==> config.mk <==
export PLATFORM = sky130hd
export DESIGN_NAME = seq_div16x8
export DESIGN_NICKNAME = d
export VERILOG_FILES = /design/src/rtl/seq_div16x8_pkg.sv /design/src/rtl/seq_div16x8_div_step.sv /design/src/rtl/seq_div16x8.sv
export SDC_FILE = /design/constraint.sdc
export NUM_CORES = 1
export LEC_CHECK = 0
export CELL_PAD_IN_SITES_DETAIL_PLACEMENT = 1
export CELL_PAD_IN_SITES_GLOBAL_PLACEMENT = 1
export CORE_MARGIN = 2
export CORE_UTILIZATION = 43
export CTS_BUF_LIST = sky130_fd_sc_hd__clkbuf_4
export DETAILED_ROUTE_END_ITERATION = 6
export GPL_ROUTABILITY_DRIVEN = 0
export PLACE_DENSITY = 0.84
export SLEW_MARGIN = 0
export SYNTH_ARGS = -nofsm -noshare
export SYNTH_HDL_FRONTEND = slang
export SYNTH_HIERARCHICAL = 1
export SYNTH_SLANG_ARGS = --single-unit
==> constraint.sdc <==
create_clock -name clk -period 3.06 [get_ports clk]
set_input_delay 0.306 -clock clk [delete_from_list [all_inputs] [get_ports clk]]
set_output_delay 0.306 -clock clk [all_outputs]
set_load 0.005 [all_outputs]
==> src/rtl/seq_div16x8_pkg.sv <==
// Shared types and constants for the sequential 16/8 restoring divider.
`timescale 1ns/1ps
package seq_div_pkg;

   localparam int DVD_W = 16;
   localparam int DVS_W = 8;
   localparam int CNT_W = $clog2(DVD_W);

   // Quotient reported when the divisor is zero.
   localparam logic [DVD_W-1:0] DZ_QUOTIENT = '1;

   typedef enum logic [1:0] {
      IDLE = 2'd0,
      RUN  = 2'd1,
      DONE = 2'd2
   } div_state_e;

endpackage

==> src/rtl/seq_div16x8_div_step.sv <==
// One restoring-division iteration: shift {partial_rem, shift_reg} left,
// try to subtract the divisor, keep the difference when it does not underflow.
`timescale 1ns/1ps
module div_step #(
   parameter int DVD_W = seq_div_pkg::DVD_W,
   parameter int DVS_W = seq_div_pkg::DVS_W
) (
   input  logic [DVS_W:0]   partial_rem,
   input  logic [DVD_W-1:0] shift_reg,
   input  logic [DVS_W-1:0] divisor,
   output logic [DVS_W:0]   partial_rem_next,
   output logic [DVD_W-1:0] shift_reg_next
);

   // One extra bit above the partial remainder keeps the compare exact even
   // if the top bit were ever set; in normal operation it is always zero.
   logic [DVS_W+1:0] shifted;
   logic             fits;

   // Shift, trial-subtract and select the restored or reduced remainder.
   always_comb begin
      shifted = {partial_rem, shift_reg[DVD_W-1]};
      fits    = (shifted >= {2'b00, divisor});
      if (fits) begin
         partial_rem_next = (DVS_W+1)'(shifted - {2'b00, divisor});
      end else begin
         partial_rem_next = shifted[DVS_W:0];
      end
      shift_reg_next = {shift_reg[DVD_W-2:0], fits};
   end

endmodule

==> src/rtl/seq_div16x8.sv <==
// Sequential restoring divider: DVD_W-bit dividend / DVS_W-bit divisor,
// one quotient bit per clock behind a start/busy/done handshake.
//
//   state | meaning
//   IDLE  | waiting for start; results from the last divide are held
//   RUN   | one restoring step per cycle, counter counts down to zero
//   DONE  | results just updated, done pulses for this single cycle
`timescale 1ns/1ps
module seq_div16x8 #(
   parameter int DVD_W = seq_div_pkg::DVD_W,
   parameter int DVS_W = seq_div_pkg::DVS_W
) (
   input  logic             clk,
   input  logic             rst,
   input  logic             start,
   input  logic [DVD_W-1:0] dividend,
   input  logic [DVS_W-1:0] divisor,
   output logic             busy,
   output logic             done,
   output logic [DVD_W-1:0] quotient,
   output logic [DVS_W-1:0] remainder,
   output logic             div_by_zero
);

   import seq_div_pkg::*;

   localparam int CNT_W = $clog2(DVD_W);

   div_state_e       state;
   div_state_e       state_next;

   logic [CNT_W-1:0] cnt;
   logic [DVS_W:0]   partial_rem;
   logic [DVD_W-1:0] shift_reg;
   logic [DVS_W-1:0] divisor_r;

   logic [DVD_W-1:0] quotient_r;
   logic [DVS_W-1:0] remainder_r;
   logic             div_by_zero_r;

   logic [DVS_W:0]   partial_rem_next;
   logic [DVD_W-1:0] shift_reg_next;

   logic             accept;
   logic             last_step;
   logic             divisor_zero;

   assign accept       = (state == IDLE) && start;
   assign last_step    = (state == RUN) && (cnt == '0);
   assign divisor_zero = (divisor == '0);

   div_step #(
      .DVD_W (DVD_W),
      .DVS_W (DVS_W)
   ) u_step (
      .partial_rem      (partial_rem),
      .shift_reg        (shift_reg),
      .divisor          (divisor_r),
      .partial_rem_next (partial_rem_next),
      .shift_reg_next   (shift_reg_next)
   );

   // State register.
   always_ff @(posedge clk) begin
      if (rst) begin
         state <= IDLE;
      end else begin
         state <= state_next;
      end
   end

   // Next-state decode; a zero divisor skips the iterations entirely.
   always_comb begin
      state_next = state;
      case (state)
         IDLE: begin
            if (start) begin
               state_next = divisor_zero ? DONE : RUN;
            end
         end
         RUN: begin
            if (cnt == '0) begin
               state_next = DONE;
            end
         end
         DONE:    state_next = IDLE;
         default: state_next = IDLE;
      endcase
   end

   // Handshake outputs are pure functions of the state.
   always_comb begin
      busy = 1'b0;
      done = 1'b0;
      case (state)
         RUN:  busy = 1'b1;
         DONE: begin
            busy = 1'b1;
            done = 1'b1;
         end
         default: begin
            busy = 1'b0;
            done = 1'b0;
         end
      endcase
   end

   // Working registers: operand latch on accept, one step per RUN cycle.
   always_ff @(posedge clk) begin
      if (rst) begin
         cnt         <= '0;
         partial_rem <= '0;
         shift_reg   <= '0;
         divisor_r   <= '0;
      end else if (accept) begin
         cnt         <= CNT_W'(DVD_W - 1);
         partial_rem <= '0;
         shift_reg   <= dividend;
         divisor_r   <= divisor;
      end else if (state == RUN) begin
         partial_rem <= partial_rem_next;
         shift_reg   <= shift_reg_next;
         if (cnt != '0) begin
            cnt <= cnt - 1'b1;
         end
      end
   end

   // Result registers: written only when entering DONE, so RUN never
   // exposes intermediate values.
   always_ff @(posedge clk) begin
      if (rst) begin
         quotient_r    <= '0;
         remainder_r   <= '0;
         div_by_zero_r <= 1'b0;
      end else if (accept) begin
         div_by_zero_r <= divisor_zero;
         if (divisor_zero) begin
            quotient_r  <= DZ_QUOTIENT;
            remainder_r <= dividend[DVS_W-1:0];
         end
      end else if (last_step) begin
         quotient_r  <= shift_reg_next;
         remainder_r <= partial_rem_next[DVS_W-1:0];
      end
   end

   assign quotient    = quotient_r;
   assign remainder   = remainder_r;
   assign div_by_zero = div_by_zero_r;

endmodule
Word-level counts from Yosys, hierarchy flattened

Index checks and enable logic that the tools add are counted.
W data, S select, Z words.

$add $sub $neg: 2
Multiply operators: 0
Divide/modulo/power cells: 0
Order comparisons: 1
Equality and inequality tests: 5
Shifts and indexed selects: 0
Multiplexer cells: 18
Bitwise operators: 0
Reduce and logical (&&, ||, !) cells: 14

Operator list:

| operator              | number |
|---|---|
| $mux W16              | 5 |
| $mux W8               | 3 |
| $mux W4               | 3 |
| $ge A10 B8 Y1         | 1 |
| $mux W9               | 1 |
| $sub A9 B8 Y9         | 1 |
| $logic_not A8 Y1      | 1 |
| $mux W2               | 3 |
| $reduce_and A2 Y1     | 3 |
| $reduce_bool A2 Y1    | 3 |
| $logic_not A4 Y1      | 1 |
| $ne A2 B2 Y1 const B  | 2 |
| $pmux W2 S2           | 1 |
| $reduce_bool A4 Y1    | 1 |
| $reduce_or A2 Y1      | 2 |
| $sub A4 B1 Y4 const B | 1 |
| $eq A2 B1 Y1 const B  | 1 |
| $eq A2 B2 Y1 const B  | 1 |
| $logic_and A1 B1 Y1   | 2 |
| $logic_not A2 Y1      | 1 |
| $mux W1               | 2 |
| $ne A2 B1 Y1 const B  | 1 |

Flip-flop bits (word level): 64
Bits in latches: 0
Bits in writable memories: 0
Bits in read-only memories: 0
Memories kept: 0

Longest topological paths before layout

Depth after elaboration: 4
Mapped depth: 13

Hierarchy

The synthesis kept the hierarchy.

By module, submodules not included:

| module      | times used | cells an instance | area each (µm²) | sequential area each (µm²) |
|---|---|---|---|---|
| seq_div16x8 | 1          | 326               | 3009.1          | 1281.2 |
| div_step    | 1          | 91                | 643.1           | 0.0 |

Worst setup path before layout

No wires, ideal clock.

Path type: flip-flop to flip-flop
Start: register shift_reg[15]
End: register remainder_r[0], in the netlist remainder[0]
Setup time: 92 ps
Data arrival time: 2311 ps
Setup slack: 657 ps
Stages on the path, launching flop included: 13
Buffers on the path: 1
Cell sequence: dfxtp_1 inv_1 ha_1 inv_1 fa_1 nand3_1 a21oi_1 nor4b_4 buf_6 mux2i_1 a21oi_1 mux2_2 nor4_1

Word-level cells in the longest chain between the ends: 4

Ends and longest elaborated chain:

| what                                                  | line                                                   | text |
|---|---|---|
| start: declaration                                    | seq_div16x8.sv:34                                      | `logic [DVD_W-1:0] shift_reg;` |
| start signal: assignment                              | seq_div16x8.sv:118                                     | `shift_reg <= dividend;` |
| start signal: assignment                              | seq_div16x8.sv:122                                     | `shift_reg <= shift_reg_next;` |
| $sub A9 B8 Y9 / $ge A10 B8 Y1 (equally long branches) | seq_div16x8_div_step.sv:25, seq_div16x8_div_step.sv:23 |  |
| $mux W9 (*)                                           | seq_div16x8_div_step.sv:24                             | `if (fits) begin` |
| named net partial_rem_next[0]                         | seq_div16x8.sv:41                                      | `logic [DVS_W:0] partial_rem_next;` |
| $mux W8 (*)                                           | seq_div16x8.sv:142                                     | `end else if (last_step) begin` |
| $mux W8 (*)                                           | seq_div16x8.sv:136                                     | `end else if (accept) begin` |
| end signal: assignment                                | seq_div16x8.sv:140                                     | `remainder_r <= dividend[DVS_W-1:0];` |
| end signal: assignment                                | seq_div16x8.sv:144                                     | `remainder_r <= partial_rem_next[DVS_W-1:0];` |
| end: declaration                                      | seq_div16x8.sv:38                                      | `logic [DVS_W-1:0] remainder_r;` |

Mark *: on every way through the listed nets, which the timed path passes. The rest lies on a longest branch. The select of a mux whose other input is x is not followed.
A chain may end at the register's enable or synchronous reset.

Worst setup path after layout

Ends and elaborated chain as after synthesis.

==> results.md <==
- First-pass detailed-route iteration total: 4
- Async set-reset flop share out of synthesis: 0%
- Cells along the critical path: inv_1 -> ha_1 -> inv_1 -> fa_1 -> nand3_1 -> a21oi_1 -> nor4b_4 -> buf_4 -> mux2i_1 -> a21oi_1 -> mux2_2 -> nor4_1
- CP max FO: 13
- Detailed-route via count: 3210
- CP Capture Type: register
- Most Crowded Layer GR: met2
- Final Cell Area: 4290 µm²
- Hold Path Class: input port to register
- Sw frac: 36.7%
- IO Pins: 54
- Slew HR: 41.9%
- Diode count: 0
- CTS tree: yes
- Post-cts resize count: 0
- Cell Int Power: 1750 µW
- Die height: 96.2 µm
- Row cnt: 33
- Fmax: 371 MHz
- Detailed Place HPWL: 6950 µm
- Max-cap violation count: 0
- Drt total wl: 10000 µm
- Peak VDD IR: 0.293 mV
- Met1 Usage GRT: 29.7%
- Area Growth Syn to Fin: 17.6%
- Slew Viols, Final: 0
- 1st-iter DRT viols: 180
- Psw: 1010 µW
- Seq pwr share: 37.4%
- Worst EP arrival: 3010 ps
- Largest buffer count on any clock path: 2
- Chip width: 96.2 µm
- Post-CTS Setup Bufs: 0
- Outcome: complete, no violations
- Initial antenna violation count: 0
- Post-DR vias/cell: 5.82
- Clock power share: 23.7%
- Final TNS setup: 0 ps
- Skew-Pair Late Insertion Delay: 410 ps
- YS warnings: 6
- Gr usage total: 23.0%
- Crit path buffers/inverters: 3
- # hold bufs at CTS: 0
- Placed cell area: 4140 µm²
- Core Region: 8220 µm²
- CTS root buffer: clkbuf_4
- Leak Pwr: 0.00148 µW
- Sequential share of the synthesized area: 35.1%
- Initial core utilization: 44.4%
- Final hold violations: 0
- Syn_nets: 457
- Syn Inst Count: 417
- Unique masters post-synth: 52
- RSZ-0062 raised after global routing: false
- Post-Syn Area: 3650 µm²
- Largest net degree at the start of global routing: 80
- Final period util: 88.0%
- Port Buffers: 53
- DRC: 0
- Layout cells sized above 1: 12.5%
- Power Density: 642 nW/µm²
- H-tree levels: 3
- CTS clk-pin slew, worst paths: 120 ps
- Nets: 483
- Post-route ant nets: 0
- Met2 Use GR: 38.7%
- Skew final: 13.7 ps
- Critical path's largest stage delay: 400 ps
- Setup violations, final: 0
- CP required: 3380 ps
- Avg Inst Size Synth: 8.76 µm²
- First-pass GRT wire length: 16300 µm
- Cts bufs inserted: 9
- Worst-Margin Slew: 872 ps
- Fill count: 966
- Crit path launch type: register
- Slowest stage cell, crit path: fa_1
- Drt wl/cell: 18.2 µm
- Tmin final: 2690 ps
- Critical path type: register to register
- Number of synthesized flops with an enable pin: 0
- GRT met3 Usage: 3.99%
- CTS Sinks: 64
- Vias in the first global route: 3286
- Synth Flop Type: dfxtp_1
- Comb power frac: 38.9%
- #FFs+latches synth: 64
- Top delay family on crit path: simple AND/OR/NAND/NOR gates
- Die footprint: 9250 µm²
- Congestion Overflow GR: 0
==> path summary, 6_finish.rpt <==
kind / from / end / slack (ps) / depth (start not counted)
worst max-delay path: shift_reg[15]$_SDFFE_PP0P_ / remainder[0]$_SDFFE_PP0P_ / 370 / 12
worst min register to register: divisor_r[5]$_SDFFE_PP0P_ / divisor_r[5]$_SDFFE_PP0P_ / 460 / 2
worst max register to register: shift_reg[15]$_SDFFE_PP0P_ / remainder[0]$_SDFFE_PP0P_ / 370 / 12
worst min-delay path: rst / quotient[9]$_SDFFE_PP0P_ / 370 / 3
==> worst register-to-register path: stages, from the launching register on <==
cell and delay (ps):
dfxtp_1 330, inv_1 70, ha_1 150, inv_1 50, fa_1 400, nand3_1 140
a21oi_1 130, nor4b_4 310, buf_4 240, mux2i_1 250, a21oi_1 60, mux2_2 270
nor4_1 190
==> per-stage QoR <==
step,hold WS [ps],utilization [%],power [µW],cells,setup WS (ps)
4_1_cts,351,52.3,2760,552,391
3_5_place_dp,451,50.4,2110,537,404
3_3_place_gp,444,50.4,2050,537,561
2_1_floorplan,436,-,1830,417,657
5_1_grt,359,52.3,2920,552,171
6_report,366,52.3,2760,552,366
==> Yosys cell counts (2+ instances only) <==
cell type	instances	share of area [%]
nand4b_1	3	0.72
nand4_1	2	0.34
nor2_1	30	3.1
a221oi_2	10	4.1
ha_1	12	4.1
o21ai_0	5	0.69
buf_1	5	0.51
nand2b_1	2	0.34
o21ai_1	2	0.27
or4_1	2	0.41
buf_4	16	3.3
and2_1	2	0.34
clkbuf_1	14	1.4
a221oi_1	6	1.4
buf_6	3	0.92
nand2_1	31	3.2
a21oi_1	50	6.9
inv_1	32	3.3
nor4_1	16	2.7
and4_1	2	0.48
dfxtp_1	64	35
mux2i_1	28	7.7
mux2_2	9	2.8
a21boi_0	2	0.41
nor3_1	3	0.41
buf_2	10	1.4
a211oi_1	26	5.3
nor4_4	2	1.2
xor2_1	2	0.48
nor2b_1	4	0.69
==> metal layers <==
layer  vias to the layer above  wire (µm)
met5                         -          0
met4                         0        147
met3                        11        287
met2                        54       4920
met1                      1601       4670
li1                       1544          -
==> cell families (layout without fill, tap and decap cells) <==
| family | Yosys count | count (layout) | share of synthesized area, % |
|---|---|---|---|
| simple gates | 108 | 108 | 16.5 |
| xor+xnor | 3 | 3 | 0.720 |
| flops | 64 | 64 | 35.1 |
| mux | 37 | 37 | 10.4 |
| buf+inv | 80 | 110 | 10.8 |
| compound gates | 112 | 112 | 21.8 |
| fa+ha+maj | 13 | 13 | 4.66 |
==> power by group through the flow <==
| stage | Combinational [µW] | Clock (µW) | Sequential [µW] |
|---|---|---|---|
| after floorplan | 815 | 0 | 1020 |
| after CTS | 1070 | 660 | 1030 |
| final | 1070 | 654 | 1030 |
| after global placement | 1010 | 0 | 1040 |
| after detailed placement | 1060 | 0 | 1050 |
| after global routing | 1180 | 700 | 1040 |
==> cell usage in the layout (no fill, tap or decap), types with 3 or more instances in the layout <==
cell type / count
nor4_1: 16
o21ai_0: 5
ha_1: 11
mux2i_1: 28
clkdlybuf4s50_1: 52
a221oi_2: 10
buf_4: 9
inv_1: 32
a211oi_1: 26
nor2_1: 30
nand4b_1: 3
dfxtp_1: 64
nor2b_1: 4
nand2_1: 30
mux2_2: 9
a21oi_1: 50
a221oi_1: 6
clkbuf_4: 9
nor3_1: 3
==> cell type report <==
cell class              count  area, µm²  share of cell area, %
multi-input cells         273       2000                   46.5
flip-flops and latches     64       1280                   29.8
repair buffers             63        613                   14.3
well taps                 105        131                   3.06
inverters                  32        120                   2.80
clock inverters             6       85.1                   1.98
clock buffers               9       67.6                   1.57
(Power assumes the default switching activity.)
